File: config.mk
export PLATFORM = sky130hd
export DESIGN_NAME = vga_fb_writer_flat
export DESIGN_NICKNAME = d
export VERILOG_FILES = /design/src/rtl/vga_fb_writer_if.sv /design/src/rtl/vga_fb_writer.sv /design/src/flat_wrapper.sv
export SDC_FILE = /design/constraint.sdc
export NUM_CORES = 1
export LEC_CHECK = 0
export CAP_MARGIN = 15
export CORE_ASPECT_RATIO = 0.75
export CORE_MARGIN = 8
export CORE_UTILIZATION = 32
export DETAILED_ROUTE_END_ITERATION = 7
export PLACE_DENSITY = 0.5
export SYNTH_ARGS = -nofsm -noshare
export SYNTH_HDL_FRONTEND = slang
export SYNTH_SLANG_ARGS = --single-unit
File: constraint.sdc
create_clock -name clk -period 2.3 [get_ports clk]
set_clock_uncertainty 0.15 [all_clocks]
set_input_delay 0.46 -clock clk [delete_from_list [all_inputs] [get_ports clk]]
set_output_delay 0.46 -clock clk [all_outputs]
set_load 0.05 [all_outputs]
File: src/rtl/vga_fb_writer_if.sv
// Pixel-stream and frame-buffer write bus for vga_fb_writer.
// The master side drives commands and pixels; the slave side is the writer block.
interface vga_fb_writer_if #(
  parameter int unsigned ADDR_W = 11
);
  logic              start;
  logic              clr;
  logic              fill;
  logic              pix_valid;
  logic              pix_data;
  logic              pix_ready;
  logic [ADDR_W-1:0] ram_addr;
  logic [7:0]        ram_wdata;
  logic              ram_we;
  logic              busy;
  logic              frame_done;

  modport master (
    output start, clr, fill, pix_valid, pix_data,
    input  pix_ready, ram_addr, ram_wdata, ram_we, busy, frame_done
  );

  modport slave (
    input  start, clr, fill, pix_valid, pix_data,
    output pix_ready, ram_addr, ram_wdata, ram_we, busy, frame_done
  );
endinterface

File: src/rtl/vga_fb_writer.sv
// Packs a raster-order monochrome pixel stream into an 8-pixels-per-byte frame
// buffer (pixel 0 in bit 0), or fills the whole buffer with a constant.
module vga_fb_writer #(
  parameter int unsigned H_PIX  = 128,
  parameter int unsigned V_PIX  = 128,
  parameter int unsigned ADDR_W = 11
) (
  input  logic           clk,
  input  logic           rst_n,
  vga_fb_writer_if.slave bus
);

  localparam int unsigned       BYTES     = H_PIX * V_PIX / 8;
  localparam logic [ADDR_W-1:0] LAST_ADDR = ADDR_W'(BYTES - 1);
  localparam logic [ADDR_W-1:0] ADDR_ONE  = ADDR_W'(1);

  typedef enum logic [2:0] {
    IDLE,
    RECV,
    WRITE,
    CLEAR,
    DONE
  } state_t;

  state_t            state;
  logic [ADDR_W-1:0] addr;
  logic [2:0]        bit_cnt;
  logic [7:0]        pack;
  logic [7:0]        pack_next;
  logic              fill_q;
  logic [7:0]        wdata;
  logic              we;
  logic              ready;
  logic              busy_q;
  logic              done_q;

  assign bus.ram_addr   = addr;
  assign bus.ram_wdata  = wdata;
  assign bus.ram_we     = we;
  assign bus.pix_ready  = ready;
  assign bus.busy       = busy_q;
  assign bus.frame_done = done_q;

  always_comb begin
    pack_next          = pack;
    pack_next[bit_cnt] = bus.pix_data;
  end

  // Outputs are set one cycle ahead, on the transition into the state they describe.
  always_ff @(posedge clk or negedge rst_n) begin
    if (!rst_n) begin
      state   <= IDLE;
      addr    <= '0;
      bit_cnt <= '0;
      pack    <= '0;
      fill_q  <= 1'b0;
      wdata   <= '0;
      we      <= 1'b0;
      ready   <= 1'b0;
      busy_q  <= 1'b0;
      done_q  <= 1'b0;
    end else begin
      case (state)
        IDLE: begin
          done_q <= 1'b0;
          if (bus.clr) begin
            state  <= CLEAR;
            addr   <= '0;
            fill_q <= bus.fill;
            wdata  <= {8{bus.fill}};
            we     <= 1'b1;
            busy_q <= 1'b1;
          end else if (bus.start) begin
            state   <= RECV;
            addr    <= '0;
            bit_cnt <= '0;
            ready   <= 1'b1;
            busy_q  <= 1'b1;
          end
        end

        RECV: begin
          if (bus.pix_valid && ready) begin
            pack    <= pack_next;
            bit_cnt <= bit_cnt + 3'd1;
            if (bit_cnt == 3'd7) begin
              state <= WRITE;
              ready <= 1'b0;
              we    <= 1'b1;
              wdata <= pack_next;
            end
          end
        end

        WRITE: begin
          we <= 1'b0;
          if (addr == LAST_ADDR) begin
            state  <= DONE;
            done_q <= 1'b1;
          end else begin
            addr  <= addr + ADDR_ONE;
            state <= RECV;
            ready <= 1'b1;
          end
        end

        CLEAR: begin
          wdata <= {8{fill_q}};
          if (addr == LAST_ADDR) begin
            state  <= DONE;
            we     <= 1'b0;
            done_q <= 1'b1;
          end else begin
            addr <= addr + ADDR_ONE;
          end
        end

        DONE: begin
          state  <= IDLE;
          done_q <= 1'b0;
          busy_q <= 1'b0;
        end

        default: begin
          state  <= IDLE;
          we     <= 1'b0;
          ready  <= 1'b0;
          busy_q <= 1'b0;
          done_q <= 1'b0;
        end
      endcase
    end
  end

endmodule

File: src/flat_wrapper.sv
// flat-port wrapper written by rule: the top's interface ports become plain ports
module vga_fb_writer_flat 
#(
  parameter int unsigned H_PIX  = 128,
  parameter int unsigned V_PIX  = 128,
  parameter int unsigned ADDR_W = 11
)
  (clk, rst_n, bus_start, bus_clr, bus_fill, bus_pix_valid, bus_pix_data, bus_pix_ready, bus_ram_addr, bus_ram_wdata, bus_ram_we, bus_busy, bus_frame_done);
  vga_fb_writer_if #(.ADDR_W(ADDR_W)) bus_i ();
  input  logic clk;
  input  logic rst_n;
  input wire logic [$bits(bus_i.start)-1:0] bus_start;
  input wire logic [$bits(bus_i.clr)-1:0] bus_clr;
  input wire logic [$bits(bus_i.fill)-1:0] bus_fill;
  input wire logic [$bits(bus_i.pix_valid)-1:0] bus_pix_valid;
  input wire logic [$bits(bus_i.pix_data)-1:0] bus_pix_data;
  output wire logic [$bits(bus_i.pix_ready)-1:0] bus_pix_ready;
  output wire logic [$bits(bus_i.ram_addr)-1:0] bus_ram_addr;
  output wire logic [$bits(bus_i.ram_wdata)-1:0] bus_ram_wdata;
  output wire logic [$bits(bus_i.ram_we)-1:0] bus_ram_we;
  output wire logic [$bits(bus_i.busy)-1:0] bus_busy;
  output wire logic [$bits(bus_i.frame_done)-1:0] bus_frame_done;
  assign bus_i.start = bus_start;
  assign bus_i.clr = bus_clr;
  assign bus_i.fill = bus_fill;
  assign bus_i.pix_valid = bus_pix_valid;
  assign bus_i.pix_data = bus_pix_data;
  assign bus_pix_ready = bus_i.pix_ready;
  assign bus_ram_addr = bus_i.ram_addr;
  assign bus_ram_wdata = bus_i.ram_wdata;
  assign bus_ram_we = bus_i.ram_we;
  assign bus_busy = bus_i.busy;
  assign bus_frame_done = bus_i.frame_done;
  vga_fb_writer #(.H_PIX(H_PIX), .V_PIX(V_PIX), .ADDR_W(ADDR_W)) u_core (.clk(clk), .rst_n(rst_n), .bus(bus_i));
endmodule
### Word level (Yosys, flattened, before mapping)

Cells that the tools add are included.

| storage, ports and cells | value |
|---|---|
| flip-flop bits (word level) | 38 |
| bits of input ports | 7 |
| output and inout bits | 23 |

| cells by class | value |
|---|---|
| $add $sub $neg | 2 |
| order comparisons | 2 |
| equal/unequal tests | 16 |
| mux-type cells | 37 |
| bitwise operators | 4 |
| reductions and logical operators | 19 |

Operator list:

| operator | count |
|---|---|
| $mux 11 | 3 |
| $mux 3 | 9 |
| $mux 8 | 3 |
| $pmux 8 s3 | 1 |
| $pmux 11 s2 | 1 |
| $mux 1 | 12 |
| $pmux 3 s4 | 1 |
| $reduce_and 4->1 | 3 |
| $add 11x1->11 const B | 1 |
| $eq 11x11->1 const B | 1 |
| $ne 2x2->1 const B | 5 |
| $bwmux 8 | 1 |
| $ne 2x1->1 const B | 4 |
| $pmux 1 s4 | 2 |
| $reduce_and 2->1 | 4 |
| $eq 3x2->1 const B | 2 |
| $eq 3x3->1 const B | 2 |
| $pmux 3 s2 | 1 |
| $reduce_and 6->1 | 1 |
| $reduce_and 5->1 | 1 |
| $lt 3x4->1 const B | 1 |
| $not 1->1 | 4 |
| $pmux 1 s2 | 2 |
| $reduce_bool 2->1 | 2 |
| other kinds (11) | 13 |

### Longest topological paths before layout

Gate-level depths: netlist (run 1).

| depth | value |
|---|---|
| word-level depth | 8 |
| depth in mapped cells | 6 |

### Least setup slack after synthesis (run 1)

Ideal clock, no wire load.

| timing | value |
|---|---|
| path type | flip-flop to flip-flop |
| start | register u_core.addr[1], in the netlist u_core.bus.ram_addr[1] |
| end | register u_core.addr[7], in the netlist u_core.bus.ram_addr[7] |
| data arrival time | 1931 ps |
| data required time | 2024 ps |
| slack | 93 ps |
| stages on the path, launching flop included | 7 |
| clock period less this slack | 2207 ps |
| cell sequence | dfrtp_1 -> ha_1 -> nand2_1 -> nor4_2 -> buf_4 -> nor3_1 -> a221o_1 |

| on the way | value |
|---|---|
| word-level cells in the longest chain between the ends | 3 |
| elaborated cells on any way between the ends | 6 |
| those cells by class | add/sub: 1; eq/ne: 2; mux: 2; reduce/logical: 1 |

Ends and longest elaborated chain:

| item | RTL line | RTL |
|---|---|---|
| start, declared | vga_fb_writer.sv:26 | `logic [ADDR_W-1:0] addr;` |
| start signal, assigned | vga_fb_writer.sv:101 | `addr <= addr + ADDR_ONE;` |
| start signal, assigned | vga_fb_writer.sv:114 | `addr <= addr + ADDR_ONE;` |
| $add 11x1->11 or $eq 11x11->1 (tied branches) | n/a |  |
| $mux 11 or $ne 2x2->1 (tied branches) | n/a |  |
| $pmux 11 s2 or $reduce_and 3->1 (tied branches) | n/a |  |

Several ways; a longest one is shown, not always the timed one. The select of a mux whose other input is x is not followed.
A chain may end at the register's enable or synchronous reset.

### Final worst setup path (run 1)

| timing | value |
|---|---|
| start | register u_core.addr[3], in the netlist u_core.bus.ram_addr[3] |
| end | output bus_ram_addr[3] |

RTL lines:

| item | RTL line | RTL |
|---|---|---|
| end, declared | flat_wrapper.sv:18 | `output wire logic [$bits(bus_i.ram_addr)-1:0] bus_ram_addr;` |

No word-level cell between the ends.

==> metrics.md, run 1 <==
| Metric | Value |
|---|---|
| Result of the run | finished, final reports clean |
| Top_reg_cell synth | sky130_fd_sc_hd__dfrtp_1 |
| Avg Inst Size Synth | 9.93 sq um |
| Maximum vdd drop | 0.605 mV |
| Number of buffers added by the clock tree synthesis step | 5 |
| Power per standard cell area | 1420 nW/um^2 |
| Depth of the worst register-to-register path | 6 |
| DR DRC count | 0 |
| Critical path endpoint | bus_ram_addr[3] |
| Fraction of final layout cells with drive strength greater than 1 | 12.6% |
| Detail Route Antenna Nets | 0 |
| Root Driver | sky130_fd_sc_hd__clkbuf_8 |
| Worst reg-to-reg setup slack | 0.14 ns |
| HPWL after DPL | 3350 um |
| Number of placement rows | 24 |
| Worst Path Required | 1.69 ns |
| Count leader, synth | sky130_fd_sc_hd__dfrtp_1 |
| Logic pwr share | 55.4% |
| Slew at the pin closest to its max-slew limit | 0.885 ns |
| Final wirelength | 4950 um |
| Capturing element type of the critical path | output port |
| Warnings from Yosys | 0 |
| Proportion of synthesized chip area in sequential cells | 48.1% |
| Clock buffer depth | 2 |
| Crit share post-route | 96.1% |
| Crit Path Class | register to output port |
| Aggregate global-route resource usage | 11.5% |
| Wire per inst | 15.6 um |
| P&R area growth vs syn | 27.0% |
| Buffer and inverter count on the worst path | 1 |
| Maximum number of pins on one net before global-route repair | 39 |
| Width of the chip | 107 um |
| Io pins | 30 |
| P_int | 1920 uW |
| Max frequency | 0.453 GHz |
| Cell taking the most area after synthesis | sky130_fd_sc_hd__dfrtp_1 |
| Area enclosed by the die boundary | 8970 sq um |
| First-pass iteration count of the detailed router | 4 |
| Kind of start point of the critical path | register |
| Top cell type's share of synthesized area | 48.1% |
| Clock-pin slew reported for the worst setup and hold paths after clock tree synthesis | 0.08 ns |
| Number of global-route vias before repair | 1613 |
| FF+latch count, synth | 38 |
| Number of nets in the final layout | 248 |
| Drt via density | 5.20 |
| Port Buffer Count | 29 |
| Area contributors post-synth | sky130_fd_sc_hd__dfrtp_1 (48%), sky130_fd_sc_hd__o22a_1 (5.8%), sky130_fd_sc_hd__mux2i_1 (4.6%), sky130_fd_sc_hd__nand2_1 (4.0%), sky130_fd_sc_hd__nor2_1 (3.2%) |
| Biggest fanout along the worst timing path | 5 |
| Leakage Power | 0.00111 uW |
| Iteration-0 DRC Markers | 94 |
| Die height | 84.0 um |
| Distinct cell type count after synthesis | 43 |
| Setup total negative slack | 0 ns |
| Clock latency reported for the late side of the worst-skew pair | 0.29 ns |
| Core occupancy in the finished layout | 42.6% |
| Cell type of the slowest stage on the worst timing path | sky130_fd_sc_hd__clkdlybuf4s50_1 |
| Max cap viols | 0 |
| First-pass GRT wire length | 8300 um |
| Critical path depth | 1 |
| Clock period minus final worst setup slack | 2.21 ns |
| Routed vias | 1648 |
| Worst setup path start | u_core.bus.ram_addr[3] |
| Level count of the clock H-tree | 2 |
| Synthesized Nets | 209 |
| Clock tree from TritonCTS | done |
| Commonest cells in the synthesized netlist | sky130_fd_sc_hd__dfrtp_1 (38), sky130_fd_sc_hd__nand2_1 (21), sky130_fd_sc_hd__nor2_1 (17) |
| Final GP Congestion | 0.728 |
| Number of enable flip-flop cells after synthesis | 0 |
| Reg-to-Reg End | u_core.bus.ram_wdata[7] |
| Final count of negative-setup-slack endpoints | 0 |
| Total congestion overflow | 0 |
| Number of pins exceeding their max-slew limit in the final report | 0 |
| Clock sink count | 38 |
| Launching point of the worst reg2reg path | u_core.bit_cnt[0] |
| Max stage delay on crit path | 0.85 ns |
| Initial core utilization | 33.6% |
| Number of diodes | 0 |
| Hold_buf cts | 0 |
| Share of power burned in the clock network | 13.8% |
| Seq pwr share | 30.8% |
| Number of cells produced by synthesis | 199 |
| Hold Crit Class | primary input to async pin |
| Switching Share | 46.1% |
| Cell-by-cell listing of the critical path | clkdlybuf4s50_1 |
| Unrepaired setup endpoints after global routing | false |
| Final Hold Fails | 0 |
| Signal arrival time at the worst endpoint | 1.60 ns |
| Top delay family on crit path | buffers and inverters |
| Async set or reset register ratio after synthesis | 100% |
| Core Footprint | 5890 sq um |
| Net load switching power | 1640 uW |
| Normalized max-slew margin | 40.7% |
| Antenna violations before repair | 0 |
| Netlist area before placement | 1980 sq um |
## layer usage
metal	vias up	global-route usage, %	part of all wire, %
met5	-	0	0
met4	0	4.84	1.5
met3	8	3.40	4.2
met2	26	15.5	40
met1	807	16.2	54
li1	807	-	-
## power groups by stage
stage / logic, uW / clock network [uW] / registers, uW
after floorplan: 854 / 0 / 1580
after CTS: 1980 / 502 / 1100
after global routing: 2120 / 525 / 1130
after detailed placement: 1980 / 0 / 1110
final: 1970 / 491 / 1100
after global placement: 1970 / 0 / 1100
## area by class of cell
| cell class | count | area (sq um) |
|---|---|---|
| Clock buffer | 7 | 86.3 |
| Clock inverter | 1 | 5.00 |
| Fill cell | 595 | 3380 |
| Inverter | 2 | 7.51 |
| Multi-Input combinational cell | 147 | 963 |
| Sequential cell | 38 | 951 |
| Tap cell | 78 | 97.6 |
| Timing Repair Buffer | 44 | 398 |
## placed cells by master (no fill, tap or decap), types with 2 or more instances in the layout
| cell type | netlist | layout |
|---|---|---|
| sky130_fd_sc_hd__clkdlybuf4s50_1 | 0 | 26 |
| sky130_fd_sc_hd__nor4_1 | 3 | 3 |
| sky130_fd_sc_hd__clkbuf_8 | 0 | 6 |
| sky130_fd_sc_hd__nand3_1 | 5 | 5 |
| sky130_fd_sc_hd__a211o_1 | 4 | 4 |
| sky130_fd_sc_hd__o22a_1 | 13 | 13 |
| sky130_fd_sc_hd__o21ai_0 | 10 | 10 |
| sky130_fd_sc_hd__a2bb2oi_1 | 2 | 2 |
| sky130_fd_sc_hd__mux2_1 | 3 | 3 |
| sky130_fd_sc_hd__nand3b_1 | 3 | 3 |
| sky130_fd_sc_hd__nor2b_1 | 5 | 5 |
| sky130_fd_sc_hd__dfrtp_1 | 38 | 38 |
| sky130_fd_sc_hd__nand4_1 | 3 | 3 |
| sky130_fd_sc_hd__a22o_1 | 3 | 3 |
| sky130_fd_sc_hd__mux2_2 | 2 | 2 |
| sky130_fd_sc_hd__ha_1 | 3 | 3 |
| sky130_fd_sc_hd__nor2_1 | 17 | 17 |
| sky130_fd_sc_hd__buf_4 | 1 | 16 |
| sky130_fd_sc_hd__and3_1 | 3 | 3 |
| sky130_fd_sc_hd__nor3_1 | 7 | 7 |
| sky130_fd_sc_hd__mux2i_1 | 9 | 9 |
| sky130_fd_sc_hd__a21oi_1 | 2 | 2 |
| sky130_fd_sc_hd__nand2_1 | 21 | 21 |
| sky130_fd_sc_hd__o21ai_1 | 8 | 8 |
| sky130_fd_sc_hd__nor3b_1 | 4 | 4 |
| sky130_fd_sc_hd__inv_1 | 2 | 2 |
## state kept, by name, summed over array words and instances, names as in the netlist
signal                 flops
u_core.pack                8
u_core.bit_cnt             3
u_core.fill_q              1
u_core.bus.busy            1
u_core.bus.frame_done      1
u_core.bus.ram_we          1
u_core.state               3
u_core.bus.ram_wdata       8
u_core.bus.ram_addr       11
u_core.bus.pix_ready       1
## worst min path at each step
stage               slack (ns)  depth (start not counted)                     end
global placement          0.32                          2          u_core.pack[2]
finish                    0.07                          2   u_core.bus.frame_done
global route              0.11                          2  u_core.bus.ram_addr[2]
detailed placement        0.33                          2          u_core.pack[4]
floorplan                 0.01                          0       u_core.bit_cnt[0]
CTS                       0.08                          2  u_core.bus.ram_addr[2]
## kinds of logic after synthesis
logic type,after synthesis,synth area share (%)
simple gates,81,21.7
mux,14,7.41
fa+ha+maj,3,1.90
compound gates,49,17.7
buf+inv,14,3.10
flops,38,48.1
## per-stage QoR
stage	cell area, sq um	setup slack, ns	instances	total power (uW)	hold WS (ns)
4_1_cts	2510	0.0532	317	3580	0.0837
3_3_place_gp	2410	-0.118	309	3070	0.320
5_1_grt	2510	0.0293	317	3780	0.110
2_1_floorplan	1980	0.0926	199	2430	0.0144
3_5_place_dp	2410	-0.138	309	3080	0.330
6_report	2510	0.0902	317	3560	0.0728
## timing repair
action | 4_1_cts | 5_1_grt
setup endpoints to repair | 0 | 1
gates resized for setup | 0 | 1
setup buffers | 0 | 0
(Power assumes the default switching activity.)
==> run 2: changes to the inputs <==
--- a/config.mk
+++ b/config.mk
@@ -7,10 +7,11 @@
 export LEC_CHECK = 0
 export CAP_MARGIN = 15
 export CORE_ASPECT_RATIO = 0.75
-export CORE_MARGIN = 8
+export CORE_MARGIN = 2
 export CORE_UTILIZATION = 32
 export DETAILED_ROUTE_END_ITERATION = 7
-export PLACE_DENSITY = 0.5
+export DONT_BUFFER_PORTS = 1
+export PLACE_DENSITY = 0.44
 export SYNTH_ARGS = -nofsm -noshare
 export SYNTH_HDL_FRONTEND = slang
 export SYNTH_SLANG_ARGS = --single-unit
==> run 2 against run 1 <==
  * Count of clock-buffer cells in the layout is 1 higher
  * Sequential share of layout area increased by 3.3 points
  * Routed wire length is 5.5% lower
  * Critical endpoint is now u_core.bus.ram_wdata[7]
==> metrics.md, run 2 (synthesized netlist as in run 1, its figures left out) <==
| Metric | Value |
|---|---|
| Result of the run | finished, final reports clean (unchanged) |
| Crit Path Class | register to register (was register to output port) |
| Root Driver | sky130_fd_sc_hd__clkbuf_8 (unchanged) |
| Leading cell types in the layout, fill and taps excluded | sky130_fd_sc_hd__dfrtp_1 (38), sky130_fd_sc_hd__nand2_1 (21), sky130_fd_sc_hd__buf_4 (20), sky130_fd_sc_hd__nor2_1 (17), sky130_fd_sc_hd__o22a_1 (13) (was sky130_fd_sc_hd__dfrtp_1 (38), sky130_fd_sc_hd__clkdlybuf4s50_1 (26), sky130_fd_sc_hd__nand2_1 (21), sky130_fd_sc_hd__nor2_1 (17), sky130_fd_sc_hd__buf_4 (16)) |
| Capturing element type of the critical path | register (was output port) |
| Hold WS | 0.151 ns (was 0.0728 ns) |
| Number of pins exceeding their max-slew limit in the final report | 0 (unchanged) |
| Normalized max-slew margin | 44.7% (was 40.7%) |
| Hold Crit Class | primary input to register (was primary input to async pin) |
| Io pins | 30 (unchanged) |
| Drt via density | 5.29 (was 5.20) |
| Number of diodes | 0 (unchanged) |
| Aggregate global-route resource usage | 14.9% (was 11.5%) |
| Clock buffer depth | 2 (unchanged) |
| Core occupancy in the finished layout | 39.2% (was 42.6%) |
| First-pass iteration count of the detailed router | 4 (unchanged) |
| Seq pwr share | 41.6% (was 30.8%) |
| Number of placement rows | 24 (unchanged) |
| Antenna violations before repair | 0 (unchanged) |
| Clock sink count | 38 (unchanged) |
| Depth of the worst register-to-register path | 6 (unchanged) |
| Biggest fanout along the worst timing path | 8 (was 5) |
| Area enclosed by the die boundary | 6820 sq um (was 8970 sq um) |
| Final GP Congestion | 0.824 (was 0.728) |
| P_int | 1770 uW (was 1920 uW) |
| Fraction of final layout cells with drive strength greater than 1 | 16.1% (was 12.6%) |
| Clock period minus final worst setup slack | 2.10 ns (was 2.21 ns) |
| Terminating pin of the worst hold path | u_core.pack[7] |
| Wire per inst | 15.8 um (was 15.6 um) |
| P&R area growth vs syn | 16.9% (was 27.0%) |
| Worst Path Required | 2.38 ns (was 1.69 ns) |
| DR DRC count | 0 (unchanged) |
| Min-Delay Startpoint | bus_pix_data |
| Maximum number of pins on one net before global-route repair | 39 (unchanged) |
| Leakage Power | 0.00103 uW (was 0.00111 uW) |
| Net load switching power | 1600 uW (was 1640 uW) |
| Most frequent standard cell in the layout excluding fill and tap cells | sky130_fd_sc_hd__dfrtp_1 (unchanged) |
| Max frequency | 0.476 GHz (was 0.453 GHz) |
| Number of flip-flops under the largest register name | 11 (unchanged) |
| Reg-to-Reg End | u_core.bus.ram_wdata[7] (unchanged) |
| Clock tree from TritonCTS | done (unchanged) |
| Signal arrival time at the worst endpoint | 2.18 ns (was 1.60 ns) |
| Level count of the clock H-tree | 2 (unchanged) |
| Unrepaired setup endpoints after global routing | false (unchanged) |
| Iteration-0 DRC Markers | 101 (was 94) |
| Final wirelength | 4670 um (was 4950 um) |
| HPWL after DPL | 3350 um (about the same) |
| Setup total negative slack | 0 ns (unchanged) |
| Port Buffer Count | 0 (was 29) |
| Kind of start point of the critical path | register (unchanged) |
| Detail Route Antenna Nets | 0 (unchanged) |
| Clock-pin slew reported for the worst setup and hold paths after clock tree synthesis | 0.08 ns (about the same) |
| Final count of negative-setup-slack endpoints | 0 (unchanged) |
| Routed vias | 1562 (was 1648) |
| Clock latency reported for the late side of the worst-skew pair | 0.29 ns (about the same) |
| Max cap viols | 0 (unchanged) |
| Number of global-route vias before repair | 1567 (was 1613) |
| Maximum vdd drop | 0.640 mV (was 0.605 mV) |
| Number of nets in the final layout | 226 (was 248) |
| Hold-critical path depth | 1 |
| Die height | 72.0 um (was 84.0 um) |
| First-pass GRT wire length | 7850 um (was 8300 um) |
| Width of the chip | 94.7 um (was 107 um) |
| Fillers | 606 (was 595) |
| Launching point of the worst reg2reg path | u_core.bit_cnt[0] (unchanged) |
| Share of power burned in the clock network | 16.1% (was 13.8%) |
| Slew at the pin closest to its max-slew limit | 0.826 ns (was 0.885 ns) |
| Worst reg-to-reg setup slack | 0.20 ns (was 0.14 ns) |
| Final Hold Fails | 0 (unchanged) |
| Number of buffers added by the clock tree synthesis step | 5 (unchanged) |
| Crit share post-route | 91.3% (was 96.1%) |
| Power per standard cell area | 1460 nW/um^2 (was 1420 nW/um^2) |
| Initial core utilization | 33.6% (unchanged) |
| Logic pwr share | 42.4% (was 55.4%) |
| Switching Share | 47.4% (was 46.1%) |
| Total congestion overflow | 0 (unchanged) |
| Core Footprint | 5890 sq um (unchanged) |
[run 2: area by class of cell]
class	instances	area, sq um	share of cell area [%]
timing repair buffer	22	180	7.80
multi-input combinational	147	963	41.7
sequential	38	951	41.2
tap	78	97.6	4.23
clock buffer	8	110	4.77
inverter	2	7.51	0.325
[run 2: how the worst max path moves through the flow]
stage,start,to,depth (start not counted)
final,u_core.bit_cnt[0],u_core.bus.ram_wdata[7],6
after global routing,u_core.bit_cnt[2],u_core.bus.ram_wdata[7],5
after CTS,u_core.bit_cnt[0],u_core.bus.ram_wdata[7],6
after detailed placement,u_core.bit_cnt[0],u_core.bus.ram_wdata[7],6
after global placement,u_core.bit_cnt[0],u_core.bus.ram_wdata[7],6
after floorplan,u_core.bus.ram_addr[1],u_core.bus.ram_addr[7],6
[run 2: metrics by stage]
step	area [sq um]	std cells	power, uW	setup WS [ns]
floorplan	1980	199	2430	0.0926
global placement	2170	285	2780	0.272
detailed placement	2170	285	2820	0.213
CTS	2310	295	3400	0.195
global route	2310	295	3610	0.0527
finish	2310	295	3370	0.201
[run 2: routing by layer]
| layer | wire length, um | vias up | global-route usage, % |
|---|---|---|---|
| li1 | - | 759 | - |
| met2 | 1940 | 52 | 21.2 |
| met4 | 57 | 0 | 5.48 |
| met1 | 2240 | 746 | 20.5 |
| met3 | 428 | 5 | 5.92 |
| met5 | 0 | - | 0 |
[run 2: timing repair]
action                                 4_1_cts  5_1_grt
endpoints found under the hold margin       38        0
setup buffers                                0        0
resized for setup                            0        0
hold buffers                                 2        0
[run 2: power groups by stage]
stage	Clock (uW)	Combinational [uW]	Sequential, uW
2_1_floorplan	0	854	1580
3_3_place_gp	0	1370	1410
3_5_place_dp	0	1410	1420
4_1_cts	563	1430	1400
5_1_grt	589	1580	1440
6_report	541	1430	1400
[run 2: worst max-delay path: stages (launching register included)]
cell	delay, ns
sky130_fd_sc_hd__dfrtp_1	0.39
sky130_fd_sc_hd__ha_1	0.20
sky130_fd_sc_hd__ha_1	0.20
sky130_fd_sc_hd__nand3_1	0.10
sky130_fd_sc_hd__mux2i_1	0.07
sky130_fd_sc_hd__a2bb2oi_1	0.67
sky130_fd_sc_hd__o22a_1	0.26
==> run 3: changes to the inputs <==
--- a/config.mk
+++ b/config.mk
@@ -12,6 +12,7 @@
 export DETAILED_ROUTE_END_ITERATION = 7
 export DONT_BUFFER_PORTS = 1
 export PLACE_DENSITY = 0.44
+export SETUP_SLACK_MARGIN = 0.3
 export SYNTH_ARGS = -nofsm -noshare
 export SYNTH_HDL_FRONTEND = slang
 export SYNTH_SLANG_ARGS = --single-unit
==> run 3 against run 2 <==
  * Sequential share of layout area rose by 0.46 points
  * Die area did not move
  * Sequential cell count did not move
  * Worst setup slack improved by 0.16 ns
  * Critical path type unchanged
  * Global-route usage rose by 0.19 points
  * Design area barely moved
  * Critical endpoint is now u_core.bus.ram_addr[7]
  * Sequential power barely moved
  * Register-to-register slack improved by 0.16 ns
  * Non-clock buffer count did not move
==> metrics.md, run 3 (synthesized netlist as in run 1, its figures left out) <==
| Metric | Value |
|---|---|
| Result of the run | finished, final reports clean (unchanged) |
| Number of global-route vias before repair | 1571 (was 1567) |
| Buffer and inverter count on the worst path | 0 (unchanged) |
| DR DRC count | 0 (unchanged) |
| Die height | 72.0 um (unchanged) |
| Level count of the clock H-tree | 2 (unchanged) |
| Worst reg-to-reg setup slack | 0.36 ns (was 0.20 ns) |
| Reg-to-Reg End | u_core.bus.ram_addr[7] (was u_core.bus.ram_wdata[7]) |
| Switching Share | 47.8% (was 47.4%) |
| Drt via density | 5.28 (was 5.29) |
| First-pass iteration count of the detailed router | 4 (unchanged) |
| Crit share post-route | 84.5% (was 91.3%) |
| Clock buffer depth | 2 (unchanged) |
| Final design instance area without fill | 2310 sq um (about the same) |
| Max stage delay on crit path | 0.45 ns (was 0.67 ns) |
| Kind of start point of the critical path | register (unchanged) |
| Final GP Congestion | 0.812 (was 0.824) |
| Max frequency | 0.515 GHz (was 0.476 GHz) |
| Hold Crit Class | primary input to register (unchanged) |
| Hold-critical path depth | 1 (unchanged) |
| Number of diodes | 0 (unchanged) |
| Power per standard cell area | 1430 nW/um^2 (was 1460 nW/um^2) |
| Top delay family on crit path | compound AO/OA/AOI/OAI gates (unchanged) |
| # Post-CTS Setup Buffers | 0 (unchanged) |
| Clock period minus final worst setup slack | 1.94 ns (was 2.10 ns) |
| Unrepaired setup endpoints after global routing | true (was false) |
| P_int | 1720 uW (was 1770 uW) |
| Aggregate global-route resource usage | 15.1% (was 14.9%) |
| Detail Route Antenna Nets | 0 (unchanged) |
| Final wirelength | 4710 um (was 4670 um) |
| Fraction of final layout cells with drive strength greater than 1 | 20.8% (was 16.1%) |
| Routed vias | 1553 (was 1562) |
| Maximum number of pins on one net before global-route repair | 39 (unchanged) |
| Seq pwr share | 42.6% (was 41.6%) |
| Root Driver | sky130_fd_sc_hd__clkbuf_8 (unchanged) |
| Number of placement rows | 24 (unchanged) |
| Area enclosed by the die boundary | 6820 sq um (unchanged) |
| Min-Delay Startpoint | bus_pix_data (unchanged) |
| Worst Path Required | 2.33 ns (was 2.38 ns) |
| Max cap viols | 0 (unchanged) |
| Final count of negative-setup-slack endpoints | 0 (unchanged) |
| Wire per inst | 16.0 um (was 15.8 um) |
| Total area of sequential cells | 961 sq um (was 951 sq um) |
| Slew at the pin closest to its max-slew limit | 0.529 ns (was 0.826 ns) |
| Depth of the worst register-to-register path | 5 (was 6) |
| Pre-CTS setup slack | 0.242 ns (was 0.213 ns) |
| Port Buffer Count | 0 (unchanged) |
| Number of flip-flops under the largest register name | 11 (unchanged) |
| Fillers | 618 (was 606) |
| Cell-by-cell listing of the critical path | ha_1 > nand2_2 > nor4_2 > a211o_2 > a221o_1 (was ha_1 > ha_1 > nand3_1 > mux2i_1 > a2bb2oi_1 > o22a_1) |
| Total area of multi-input combinational cells | 976 sq um (was 963 sq um) |
| Setup total negative slack | 0 ns (unchanged) |
| Antenna violations before repair | 0 (unchanged) |
| Share of power burned in the clock network | 14.3% (was 16.1%) |
| Launching point of the worst reg2reg path | u_core.bus.ram_addr[0] (was u_core.bit_cnt[0]) |
| Most frequent standard cell in the layout excluding fill and tap cells | sky130_fd_sc_hd__dfrtp_1 (unchanged) |
| Clock sink count | 38 (unchanged) |
| Crit Path Class | register to register (unchanged) |
| Clock tree from TritonCTS | done (unchanged) |
| Terminating pin of the worst hold path | u_core.pack[5] (was u_core.pack[7]) |
| Core Footprint | 5890 sq um (unchanged) |
| Clock latency reported for the late side of the worst-skew pair | 0.29 ns (about the same) |
| Width of the chip | 94.7 um (unchanged) |
| Io pins | 30 (unchanged) |
| Maximum vdd drop | 0.564 mV (was 0.640 mV) |
| Iteration-0 DRC Markers | 64 (was 101) |
| Final WS setup | 0.357 ns (was 0.201 ns) |
| Capturing element type of the critical path | register (unchanged) |
| First-pass GRT wire length | 7910 um (was 7850 um) |
| Number of nets in the final layout | 226 (unchanged) |
| Total congestion overflow | 0 (unchanged) |
| Number of buffers added by the clock tree synthesis step | 5 (unchanged) |
| Normalized max-slew margin | 64.7% (was 44.7%) |
| Leakage Power | 0.00101 uW (was 0.00103 uW) |
| Signal arrival time at the worst endpoint | 1.97 ns (was 2.18 ns) |
| Hold WS | 0.146 ns (was 0.151 ns) |
| Leading cell types in the layout, fill and taps excluded | sky130_fd_sc_hd__dfrtp_1 (30), sky130_fd_sc_hd__buf_4 (20), sky130_fd_sc_hd__nand2_1 (19), sky130_fd_sc_hd__nor2_1 (17), sky130_fd_sc_hd__o22a_1 (13) (was sky130_fd_sc_hd__dfrtp_1 (38), sky130_fd_sc_hd__nand2_1 (21), sky130_fd_sc_hd__buf_4 (20), sky130_fd_sc_hd__nor2_1 (17), sky130_fd_sc_hd__o22a_1 (13)) |
| Biggest fanout along the worst timing path | 11 (was 8) |
| P&R area growth vs syn | 16.8% (was 16.9%) |
| HPWL after DPL | 3290 um (was 3350 um) |
| Final Hold Fails | 0 (unchanged) |
| Cell area after placement | 2180 sq um (was 2170 sq um) |
| Clock-pin slew reported for the worst setup and hold paths after clock tree synthesis | 0.07 ns (was 0.08 ns) |
| Logic pwr share | 43.1% (was 42.4%) |
| Net load switching power | 1580 uW (was 1600 uW) |
| Initial core utilization | 33.6% (unchanged) |
| Cell type of the slowest stage on the worst timing path | sky130_fd_sc_hd__a211o_2 (was sky130_fd_sc_hd__a2bb2oi_1) |
| Number of pins exceeding their max-slew limit in the final report | 0 (unchanged) |
## run 3: cell count changes in the layout (fill, tap and decap cells not counted), sizes merged
cell | before | now
clkbuf | 8 | 7
## run 3: per-layer routing
| metal | global-route usage [%] | up-vias | part of all wire [%] | routed length, um |
|---|---|---|---|---|
| li1 | - | 765 | - | - |
| met1 | 22.4 | 758 | 54 | 2530 |
| met2 | 20.3 | 25 | 39 | 1860 |
| met3 | 4.78 | 5 | 5.4 | 256 |
| met4 | 5.80 | 0 | 1.5 | 71 |
| met5 | 0 | - | 0 | 0 |
## run 3: worst reg2reg max path, cell delays in order, from the launching register on
cell                      delay (ns)
sky130_fd_sc_hd__dfrtp_2        0.40
sky130_fd_sc_hd__ha_1           0.25
sky130_fd_sc_hd__nand2_2        0.15
sky130_fd_sc_hd__nor4_2         0.06
sky130_fd_sc_hd__a211o_2        0.45
sky130_fd_sc_hd__a221o_1        0.37
## run 3: final cells by class
cell class,count,area share [%]
flip-flops and latches,38,41.6
repair buffers,22,7.80
clock buffers,7,3.74
well taps,78,4.23
multi-input cells,147,42.3
inverters,2,0.325
## run 3: worst max-delay path by stage
stage / start / end / slack [ns] / cells after the start
after floorplan: u_core.bus.ram_addr[0] / u_core.bus.ram_addr[8] / 0.30 / 6
after global placement: u_core.bit_cnt[0] / u_core.bus.ram_wdata[7] / 0.26 / 6
after detailed placement: u_core.bit_cnt[0] / u_core.bus.ram_wdata[7] / 0.24 / 6
after CTS: u_core.bus.ram_addr[0] / u_core.bus.ram_addr[7] / 0.31 / 5
after global routing: u_core.bus.ram_addr[0] / u_core.bus.ram_addr[7] / 0.29 / 5
final: u_core.bus.ram_addr[0] / u_core.bus.ram_addr[7] / 0.36 / 5
## run 3: per-stage QoR
step                total power, uW  utilization, %  cells
global route                   3540            39.2    294
global placement               2800            37.0    285
CTS                            3340            39.1    294
floorplan                      2440               -    199
detailed placement             2820            37.0    285
finish                         3300            39.2    294
## run 3: what timing repair did
action | CTS | global route
endpoints found under the setup margin | 9 | 12
resized for setup | 2 | 2
endpoints found under the hold margin | 38 | 0
hold buffers | 2 | 0
## run 3: power groups by stage
stage               Sequential (uW)  Clock, uW  Combinational [uW]
floorplan                      1590          0                 854
global placement               1420          0                1380
detailed placement             1430          0                1400
CTS                            1410        496                1440
global route                   1450        524                1570
finish                         1410        473                1420
